==> src/rtl/mips_pkg.sv <==
// Shared MIPS decode definitions: opcode constants, instruction classes and
// the XLEN-independent decoded-field payload.
package mips_pkg;

    localparam int unsigned INSTR_W  = 32;
    localparam int unsigned OPCODE_W = 6;
    localparam int unsigned REG_W    = 5;
    localparam int unsigned FUNCT_W  = 6;
    localparam int unsigned IMM_W    = 16;
    localparam int unsigned CLS_W    = 3;

    localparam logic [OPCODE_W-1:0] OP_RTYPE  = 6'h00;
    localparam logic [OPCODE_W-1:0] OP_REGIMM = 6'h01;
    localparam logic [OPCODE_W-1:0] OP_J      = 6'h02;
    localparam logic [OPCODE_W-1:0] OP_JAL    = 6'h03;
    localparam logic [OPCODE_W-1:0] OP_BEQ    = 6'h04;
    localparam logic [OPCODE_W-1:0] OP_BGTZ   = 6'h07;
    localparam logic [OPCODE_W-1:0] OP_ADDI   = 6'h08;
    localparam logic [OPCODE_W-1:0] OP_LUI    = 6'h0F;
    localparam logic [OPCODE_W-1:0] OP_LB     = 6'h20;
    localparam logic [OPCODE_W-1:0] OP_LW     = 6'h23;
    localparam logic [OPCODE_W-1:0] OP_LHU    = 6'h25;
    localparam logic [OPCODE_W-1:0] OP_SB     = 6'h28;
    localparam logic [OPCODE_W-1:0] OP_SH     = 6'h29;
    localparam logic [OPCODE_W-1:0] OP_SW     = 6'h2B;

    typedef enum logic [CLS_W-1:0] {
        CLS_R    = 3'b000,
        CLS_J    = 3'b001,
        CLS_BR   = 3'b010,
        CLS_LD   = 3'b011,
        CLS_ST   = 3'b100,
        CLS_ALUI = 3'b101,
        CLS_NOP  = 3'b110,
        CLS_ILL  = 3'b111
    } cls_t;

    typedef struct packed {
        logic [OPCODE_W-1:0] opcode;
        logic [REG_W-1:0]    rs;
        logic [REG_W-1:0]    rt;
        logic [REG_W-1:0]    rd;
        logic [REG_W-1:0]    shamt;
        logic [FUNCT_W-1:0]  funct;
        cls_t                cls;
        logic                illegal;
    } fields_t;

    localparam int unsigned FIELDS_W = $bits(fields_t);

    // Raw field split; class and illegal are filled in by the classifier.
    function automatic fields_t split_instr(input logic [INSTR_W-1:0] instr);
        fields_t f;
        f.opcode  = instr[31:26];
        f.rs      = instr[25:21];
        f.rt      = instr[20:16];
        f.rd      = instr[15:11];
        f.shamt   = instr[10:6];
        f.funct   = instr[5:0];
        f.cls     = CLS_R;
        f.illegal = 1'b0;
        return f;
    endfunction

endpackage

==> src/rtl/decode_stage_if.sv <==
// Fetch-side and downstream-side handshake/bus of the decode stage.
// slave: the decode stage view. master: the surrounding pipeline / bench view.
interface decode_stage_if
    import mips_pkg::*;
#(
    parameter int unsigned XLEN = 32
);
    logic                in_valid;
    logic                in_ready;
    logic [INSTR_W-1:0]  in_instr;
    logic [XLEN-1:0]     in_pc;

    logic                out_valid;
    logic                out_ready;
    logic [XLEN-1:0]     out_pc;
    logic [OPCODE_W-1:0] out_opcode;
    logic [REG_W-1:0]    out_rs;
    logic [REG_W-1:0]    out_rt;
    logic [REG_W-1:0]    out_rd;
    logic [REG_W-1:0]    out_shamt;
    logic [FUNCT_W-1:0]  out_funct;
    logic [XLEN-1:0]     out_imm_sext;
    logic [XLEN-1:0]     out_imm_zext;
    logic [XLEN-1:0]     out_jtarget;
    cls_t                out_class;
    logic                out_illegal;

    modport slave (
        input  in_valid, in_instr, in_pc, out_ready,
        output in_ready, out_valid, out_pc, out_opcode, out_rs, out_rt, out_rd,
               out_shamt, out_funct, out_imm_sext, out_imm_zext, out_jtarget,
               out_class, out_illegal
    );

    modport master (
        output in_valid, in_instr, in_pc, out_ready,
        input  in_ready, out_valid, out_pc, out_opcode, out_rs, out_rt, out_rd,
               out_shamt, out_funct, out_imm_sext, out_imm_zext, out_jtarget,
               out_class, out_illegal
    );
endinterface

==> src/rtl/instr_classify.sv <==
// Combinational instruction classifier.
// instr_i: raw instruction word. cls_o: class. illegal_o: opcode unsupported.
module instr_classify
    import mips_pkg::*;
#(
    parameter bit ILLEGAL_AS_NOP = 1'b0
) (
    input  logic [INSTR_W-1:0] instr_i,
    output cls_t               cls_o,
    output logic               illegal_o
);
    logic [OPCODE_W-1:0] op;
    cls_t                raw_c;

    assign op = instr_i[31:26];

    // All-zero word is the canonical NOP and wins over the R-type match.
    always_comb begin
        raw_c = CLS_ILL;
        if (instr_i == '0)                                          raw_c = CLS_NOP;
        else if (op == OP_RTYPE)                                    raw_c = CLS_R;
        else if (op == OP_J || op == OP_JAL)                        raw_c = CLS_J;
        else if (op == OP_REGIMM || (op >= OP_BEQ && op <= OP_BGTZ)) raw_c = CLS_BR;
        else if (op >= OP_ADDI && op <= OP_LUI)                     raw_c = CLS_ALUI;
        else if (op >= OP_LB && op <= OP_LHU)                       raw_c = CLS_LD;
        else if (op == OP_SB || op == OP_SH || op == OP_SW)         raw_c = CLS_ST;
    end

    always_comb begin
        cls_o     = raw_c;
        illegal_o = 1'b0;
        if (raw_c == CLS_ILL) begin
            if (ILLEGAL_AS_NOP) cls_o     = CLS_NOP;
            else                illegal_o = 1'b1;
        end
    end
endmodule

==> src/rtl/decode_stage.sv <==
// Registered MIPS decode stage with a 2-entry skid buffer (main M, skid S).
// clk/reset: clock, async active-high reset. flush: drop all buffered work.
// bus: fetch handshake (in_*) and decoded-output handshake (out_*).
module decode_stage
    import mips_pkg::*;
#(
    parameter int unsigned XLEN           = 32,
    parameter bit          ILLEGAL_AS_NOP = 1'b0
) (
    input  logic           clk,
    input  logic           reset,
    input  logic           flush,
    decode_stage_if.slave  bus
);
    typedef struct packed {
        logic [XLEN-1:0] pc;
        logic [XLEN-1:0] imm_sext;
        logic [XLEN-1:0] imm_zext;
        logic [XLEN-1:0] jtarget;
        fields_t         f;
    } entry_t;

    entry_t          dec_c;
    entry_t          m_q, m_d, s_q, s_d;
    logic            m_valid_q, m_valid_d, s_valid_q, s_valid_d;
    logic [XLEN-1:0] pc4_c;
    logic [IMM_W-1:0] imm_c;
    cls_t            cls_c;
    logic            illegal_c;
    logic            accept_c, emit_c;

    instr_classify #(.ILLEGAL_AS_NOP(ILLEGAL_AS_NOP)) u_classify (
        .instr_i   (bus.in_instr),
        .cls_o     (cls_c),
        .illegal_o (illegal_c)
    );

    // Combinational decode of the incoming word.
    always_comb begin
        imm_c          = bus.in_instr[15:0];
        pc4_c          = bus.in_pc + XLEN'(4);
        dec_c.pc       = bus.in_pc;
        dec_c.imm_sext = {{(XLEN-IMM_W){imm_c[IMM_W-1]}}, imm_c};
        dec_c.imm_zext = XLEN'(imm_c);
        // Keep the region bits of pc+4, splice in the word-aligned index.
        dec_c.jtarget  = (pc4_c & ~XLEN'(32'h0FFF_FFFF))
                       | XLEN'({bus.in_instr[25:0], 2'b00});
        dec_c.f         = split_instr(bus.in_instr);
        dec_c.f.cls     = cls_c;
        dec_c.f.illegal = illegal_c;
    end

    assign accept_c = bus.in_valid & ~s_valid_q;
    assign emit_c   = m_valid_q & bus.out_ready;

    // Skid buffer next state; S is only ever drained into M, never emitted.
    always_comb begin
        m_valid_d = m_valid_q;
        s_valid_d = s_valid_q;
        m_d       = m_q;
        s_d       = s_q;
        if (flush) begin
            m_valid_d = 1'b0;
            s_valid_d = 1'b0;
        end else if (s_valid_q) begin
            if (emit_c) begin
                m_d       = s_q;
                s_valid_d = 1'b0;
            end
        end else if (m_valid_q) begin
            if (accept_c && emit_c) begin
                m_d = dec_c;
            end else if (accept_c) begin
                s_d       = dec_c;
                s_valid_d = 1'b1;
            end else if (emit_c) begin
                m_valid_d = 1'b0;
            end
        end else if (accept_c) begin
            m_d       = dec_c;
            m_valid_d = 1'b1;
        end
    end

    always_ff @(posedge clk or posedge reset) begin
        if (reset) begin
            m_valid_q <= 1'b0;
            s_valid_q <= 1'b0;
            m_q       <= '0;
            s_q       <= '0;
        end else begin
            m_valid_q <= m_valid_d;
            s_valid_q <= s_valid_d;
            m_q       <= m_d;
            s_q       <= s_d;
        end
    end

    assign bus.in_ready     = ~s_valid_q;
    assign bus.out_valid    = m_valid_q;
    assign bus.out_pc       = m_q.pc;
    assign bus.out_opcode   = m_q.f.opcode;
    assign bus.out_rs       = m_q.f.rs;
    assign bus.out_rt       = m_q.f.rt;
    assign bus.out_rd       = m_q.f.rd;
    assign bus.out_shamt    = m_q.f.shamt;
    assign bus.out_funct    = m_q.f.funct;
    assign bus.out_imm_sext = m_q.imm_sext;
    assign bus.out_imm_zext = m_q.imm_zext;
    assign bus.out_jtarget  = m_q.jtarget;
    assign bus.out_class    = m_q.f.cls;
    assign bus.out_illegal  = m_q.f.illegal;
endmodule

==> src/flat_wrapper.sv <==
// flat-port wrapper written by rule: the top's interface ports become plain ports
module decode_stage_flat import mips_pkg::*;
#(
    parameter int unsigned XLEN           = 32,
    parameter bit          ILLEGAL_AS_NOP = 1'b0
)
  (clk, reset, flush, bus_in_valid, bus_in_instr, bus_in_pc, bus_out_ready, bus_in_ready, bus_out_valid, bus_out_pc, bus_out_opcode, bus_out_rs, bus_out_rt, bus_out_rd, bus_out_shamt, bus_out_funct, bus_out_imm_sext, bus_out_imm_zext, bus_out_jtarget, bus_out_class, bus_out_illegal);
  decode_stage_if #(.XLEN(XLEN)) bus_i ();
  input  logic clk;
  input  logic reset;
  input  logic flush;
  input wire logic [$bits(bus_i.in_valid)-1:0] bus_in_valid;
  input wire logic [$bits(bus_i.in_instr)-1:0] bus_in_instr;
  input wire logic [$bits(bus_i.in_pc)-1:0] bus_in_pc;
  input wire logic [$bits(bus_i.out_ready)-1:0] bus_out_ready;
  output wire logic [$bits(bus_i.in_ready)-1:0] bus_in_ready;
  output wire logic [$bits(bus_i.out_valid)-1:0] bus_out_valid;
  output wire logic [$bits(bus_i.out_pc)-1:0] bus_out_pc;
  output wire logic [$bits(bus_i.out_opcode)-1:0] bus_out_opcode;
  output wire logic [$bits(bus_i.out_rs)-1:0] bus_out_rs;
  output wire logic [$bits(bus_i.out_rt)-1:0] bus_out_rt;
  output wire logic [$bits(bus_i.out_rd)-1:0] bus_out_rd;
  output wire logic [$bits(bus_i.out_shamt)-1:0] bus_out_shamt;
  output wire logic [$bits(bus_i.out_funct)-1:0] bus_out_funct;
  output wire logic [$bits(bus_i.out_imm_sext)-1:0] bus_out_imm_sext;
  output wire logic [$bits(bus_i.out_imm_zext)-1:0] bus_out_imm_zext;
  output wire logic [$bits(bus_i.out_jtarget)-1:0] bus_out_jtarget;
  output wire logic [$bits(bus_i.out_class)-1:0] bus_out_class;
  output wire logic [$bits(bus_i.out_illegal)-1:0] bus_out_illegal;
  assign bus_i.in_valid = bus_in_valid;
  assign bus_i.in_instr = bus_in_instr;
  assign bus_i.in_pc = bus_in_pc;
  assign bus_i.out_ready = bus_out_ready;
  assign bus_in_ready = bus_i.in_ready;
  assign bus_out_valid = bus_i.out_valid;
  assign bus_out_pc = bus_i.out_pc;
  assign bus_out_opcode = bus_i.out_opcode;
  assign bus_out_rs = bus_i.out_rs;
  assign bus_out_rt = bus_i.out_rt;
  assign bus_out_rd = bus_i.out_rd;
  assign bus_out_shamt = bus_i.out_shamt;
  assign bus_out_funct = bus_i.out_funct;
  assign bus_out_imm_sext = bus_i.out_imm_sext;
  assign bus_out_imm_zext = bus_i.out_imm_zext;
  assign bus_out_jtarget = bus_i.out_jtarget;
  assign bus_out_class = bus_i.out_class;
  assign bus_out_illegal = bus_i.out_illegal;
  decode_stage #(.XLEN(XLEN), .ILLEGAL_AS_NOP(ILLEGAL_AS_NOP)) u_core (.clk(clk), .reset(reset), .flush(flush), .bus(bus_i));
endmodule
==> config.mk <==
export PLATFORM = sky130hd
export DESIGN_NAME = decode_stage_flat
export DESIGN_NICKNAME = d
export VERILOG_FILES = /design/src/rtl/mips_pkg.sv /design/src/rtl/decode_stage_if.sv /design/src/rtl/instr_classify.sv /design/src/rtl/decode_stage.sv /design/src/flat_wrapper.sv
export SDC_FILE = /design/constraint.sdc
export NUM_CORES = 1
export LEC_CHECK = 0
export CAP_MARGIN = 20
export CORE_MARGIN = 1.5
export CORE_UTILIZATION = 42
export DETAILED_ROUTE_END_ITERATION = 8
export PLACE_DENSITY = 0.76
export SLEW_MARGIN = 20
export SYNTH_ARGS = -nofsm -noshare
export SYNTH_HDL_FRONTEND = slang
export SYNTH_SLANG_ARGS = --single-unit
==> constraint.sdc <==
create_clock -name clk -period 5.2 [get_ports clk]
set_clock_uncertainty 0.05 [all_clocks]
set_input_delay 1.04 -clock clk [delete_from_list [all_inputs] [get_ports clk]]
set_output_delay 1.04 -clock clk [all_outputs]
set_load 0.02 [all_outputs]
==> metrics.json <==
{
  "synth-seq-area-share_pct": 51.46,
  "tritoncts_num_sinks": 146,
  "drv_slew": 0,
  "clkSlewWorstSetupHoldPaths_ns": 0.06,
  "drv.max_cap_violation_count": 0,
  "wire_per_inst_um": 16.22,
  "cts-root-buf": "sky130_fd_sc_hd__clkbuf_16",
  "mappedNetlistArea_um2": 7099,
  "synth_area_leaders": "sky130_fd_sc_hd__dfrtp_1 (51%), sky130_fd_sc_hd__buf_4 (9.9%), sky130_fd_sc_hd__mux2_2 (9.4%), sky130_fd_sc_hd__mux2i_1 (9.0%), sky130_fd_sc_hd__nand2_1 (3.6%)",
  "p_leak_uw": 0.003817,
  "timing_worst_slew_pin_value_ns": 1.023,
  "syn_inst": 632,
  "min_delay_worst_endpoint": "u_core.bus.out_pc[3]$_DFFE_PP0P_",
  "yosysTopAreaCell": "sky130_fd_sc_hd__dfrtp_1",
  "totalPowerFinal_uw": 3970,
  "cts_resized": 0,
  "vdd.ir_drop.worst_v": 0.0002471,
  "r2r_end": "u_core.s_q[8]$_DFFE_PP0P_",
  "layout-area-overhead-vs-synth_pct": 31.00,
  "r2r-start": "u_core.s_valid_q$_DFF_PP0_",
  "drcViolationCount": 0,
  "layout_min_cycle_time_ns": 2.931,
  "powerDensity_nw_per_um2": 426.8,
  "die_area_um2": 17690,
  "port_buffers": 216,
  "final_antenna_net_count": 0,
  "holdPathStages": 2,
  "worst-path-max-fanout": 80,
  "wire_length_of_the_first_global_routing_pass_mm": 25.72,
  "route.vias.total": 4982,
  "critPathKind": "input pin to register",
  "fillers": 1449,
  "nets": 832,
  "grt_pass1_vias": 4909,
  "grt_start_max_net_pins": 89,
  "grt_antenna_before_repair": 0,
  "boundaryPins": 235,
  "totalWireLength_mm": 16.15,
  "synthesis.area_per_instance_um2": 11.23,
  "seq_cells_post_synth": 146,
  "post_cts_hold_buffer_count": 0,
  "report.final.setup_viol": 0,
  "yosysTopAreaCellShare_pct": 51.46,
  "tritoncts_clock_tree": "yes",
  "worstPathArrival_ns": 3.18,
  "post_cts.repair.setup_buffers": 0,
  "gp_congestion": 0.7728,
  "clk_path_buf_depth": 2,
  "fin_tns_setup_ns": 0,
  "share_of_layout_cells_above_drive_strength_1_pct": 13.40,
  "grt_overflow": 0,
  "grtUsageTotal_pct": 18.81,
  "cp-startpoint": "bus_out_ready",
  "finish.utilization_pct": 56.28,
  "r2r_slack_ns": 2.66,
  "grt_setup_unrepaired": "false",
  "core_um2": 16520,
  "die_h_um": 133.0,
  "dr_iter_0_viols": 197,
  "yosys_warnings": 0,
  "outcome": "finished, final reports clean",
  "htreeDepth": 4,
  "drtPass1Iterations": 4,
  "floorplan.initialDensity_pct": 42.96,
  "cp_data_required_time_ns": 5.45,
  "worst_setup_path_end_kind": "register",
  "fmax_ghz": 0.3412,
  "r2r_cells": 5,
  "netlist-cell-type-count": 38,
  "min_path_type": "register to register",
  "floorplan.die.width_um": 133.0,
  "std_cell_rows": 47,
  "dpl.hpwl_mm": 11.01,
  "startpoint_type": "input pin",
  "via_density": 5.002,
  "num_antenna_cells": 0,
  "timing.final.hold_violations": 0,
  "cts_made_buffers": 17,
  "min_from": "u_core.bus.out_pc[3]$_DFFE_PP0P_",
  "maxSlewHeadroom_pct": 31.78,
  "clk_latency_ns": 0.42,
  "period_share_pct": 56.36
}
[cells by family after synthesis]
| family | synth area share [%] |
|---|---|
| mux | 19.33 |
| simple gates | 7.614 |
| other cells | 0.05282 |
| compound gates | 7.684 |
| flops | 51.46 |
| buf+inv | 13.48 |
| xor+xnor | 0.3702 |
[cells in the mapped netlist]
master / count
sky130_fd_sc_hd__nor4_4: 1
sky130_fd_sc_hd__clkbuf_2: 1
sky130_fd_sc_hd__o21ai_0: 18
sky130_fd_sc_hd__nor3_1: 2
sky130_fd_sc_hd__nand2_1: 69
sky130_fd_sc_hd__nor2b_1: 2
sky130_fd_sc_hd__mux2_2: 59
sky130_fd_sc_hd__nor2_1: 17
sky130_fd_sc_hd__buf_2: 11
sky130_fd_sc_hd__a211oi_2: 1
sky130_fd_sc_hd__nand2_2: 1
sky130_fd_sc_hd__nand3_1: 3
sky130_fd_sc_hd__dfrtp_1: 146
sky130_fd_sc_hd__a211o_1: 1
sky130_fd_sc_hd__nor4_1: 8
sky130_fd_sc_hd__a21oi_1: 18
sky130_fd_sc_hd__xor2_1: 3
sky130_fd_sc_hd__conb_1: 1
sky130_fd_sc_hd__o22ai_1: 6
sky130_fd_sc_hd__a31oi_1: 3
sky130_fd_sc_hd__nand4_1: 9
sky130_fd_sc_hd__mux2i_1: 64
sky130_fd_sc_hd__buf_1: 1
sky130_fd_sc_hd__clkbuf_1: 7
sky130_fd_sc_hd__nand3b_1: 1
sky130_fd_sc_hd__and2b_4: 1
sky130_fd_sc_hd__and3_1: 1
sky130_fd_sc_hd__buf_4: 94
sky130_fd_sc_hd__o211ai_1: 1
sky130_fd_sc_hd__a211oi_1: 1
sky130_fd_sc_hd__nor3b_1: 3
sky130_fd_sc_hd__buf_6: 12
sky130_fd_sc_hd__a311o_1: 1
sky130_fd_sc_hd__mux2_1: 6
sky130_fd_sc_hd__inv_1: 6
sky130_fd_sc_hd__inv_2: 1
sky130_fd_sc_hd__o21ai_1: 51
sky130_fd_sc_hd__a21boi_0: 1
[metal layers]
metal / GRT usage [%] / part of all wire (%) / vias up
met3: 7.088 / 7.6 / 9
met4: 4.335 / 0.71 / 0
li1: - / - / 2337
met1: 23.81 / 44 / 2454
met2: 30.67 / 48 / 182
met5: 0 / 0 / -
[where the power goes]
part,switching (uW),internal (uW),leakage (uW)
registers,181,1410,0.00179
clock network,481,699,0.000280
logic,591,612,0.00175
[final cells by class]
type                    count  area [um2]  share of cell area [%]
clock inverters            11       100.1                   1.076
inverters                   7       31.28                  0.3363
repair buffers            221        2200                   23.65
well taps                 220       275.3                   2.960
multi-input cells         370        2566                   27.59
flip-flops and latches    146        3657                   39.32
clock buffers              21       470.5                   5.059
[layout by cell type (no fill, tap or decap), drive strengths merged, types with 2 or more instances in the layout]
cell           netlist  routed
clkdlybuf4s50        0     216
dfrtp              146     146
nand2               70      70
o21ai               69      69
mux2                65      65
mux2i               64      64
clkbuf               8      21
a21oi               18      18
conb                 1      18
nor2                17      17
inv                  7      11
nand4                9       9
nor4                 9       9
o22ai                6       6
buf                118       5
clkinv               0       4
a31oi                3       3
nand3                3       3
xor2                 3       3
nor3b                3       3
nor3                 2       2
nor2b                2       2
clkinvlp             0       2
a211oi               2       2
[worst max path at each step]
| stage | to | slack (ns) |
|---|---|---|
| 2_1_floorplan | u_core.bus.out_class[0]$_DFFE_PP0P_ | 0.19 |
| 3_3_place_gp | u_core.s_q[140]$_DFFE_PP0P_ | 1.86 |
| 3_5_place_dp | u_core.bus.out_imm_sext[30]$_DFFE_PP0P_ | 1.83 |
| 4_1_cts | bus_out_imm_sext[26] | 2.25 |
| 5_1_grt | u_core.s_q[132]$_DFFE_PP0P_ | 2.14 |
| 6_report | u_core.s_q[8]$_DFFE_PP0P_ | 2.27 |
[sequential cells by signal, summed over array words and instances (netlist names)]
signal / flops
u_core.s_q: 72
u_core.bus.out_pc: 32
u_core.bus.out_jtarget: 6
u_core.bus.out_opcode: 6
u_core.bus.out_funct: 5
u_core.bus.out_rd: 4
u_core.bus.out_rs: 4
u_core.bus.out_rt: 4
u_core.bus.out_shamt: 4
u_core.bus.out_class: 3
u_core.bus.out_imm_sext: 3
u_core.bus.out_illegal: 1
u_core.bus.out_valid: 1
u_core.s_valid_q: 1
[critical path: stages]
cell	delay (ns)
sky130_fd_sc_hd__clkdlybuf4s50_1	0.43
sky130_fd_sc_hd__and2b_4	0.28
sky130_fd_sc_hd__nor3b_2	0.15
sky130_fd_sc_hd__buf_4	0.79
sky130_fd_sc_hd__mux2_2	0.42
[metrics by stage]
stage | hold WS [ns] | cells | setup WS [ns] | instance area [um2]
floorplan | 0.4079 | 649 | 0.1870 | 7163
global placement | 0.4100 | 964 | 1.859 | 8730
detailed placement | 0.4238 | 964 | 1.833 | 8730
CTS | 0.4358 | 996 | 2.252 | 9300
global route | 0.4632 | 996 | 2.137 | 9300
finish | 0.4336 | 996 | 2.269 | 9300
Power figures use the tool's default switching activity.
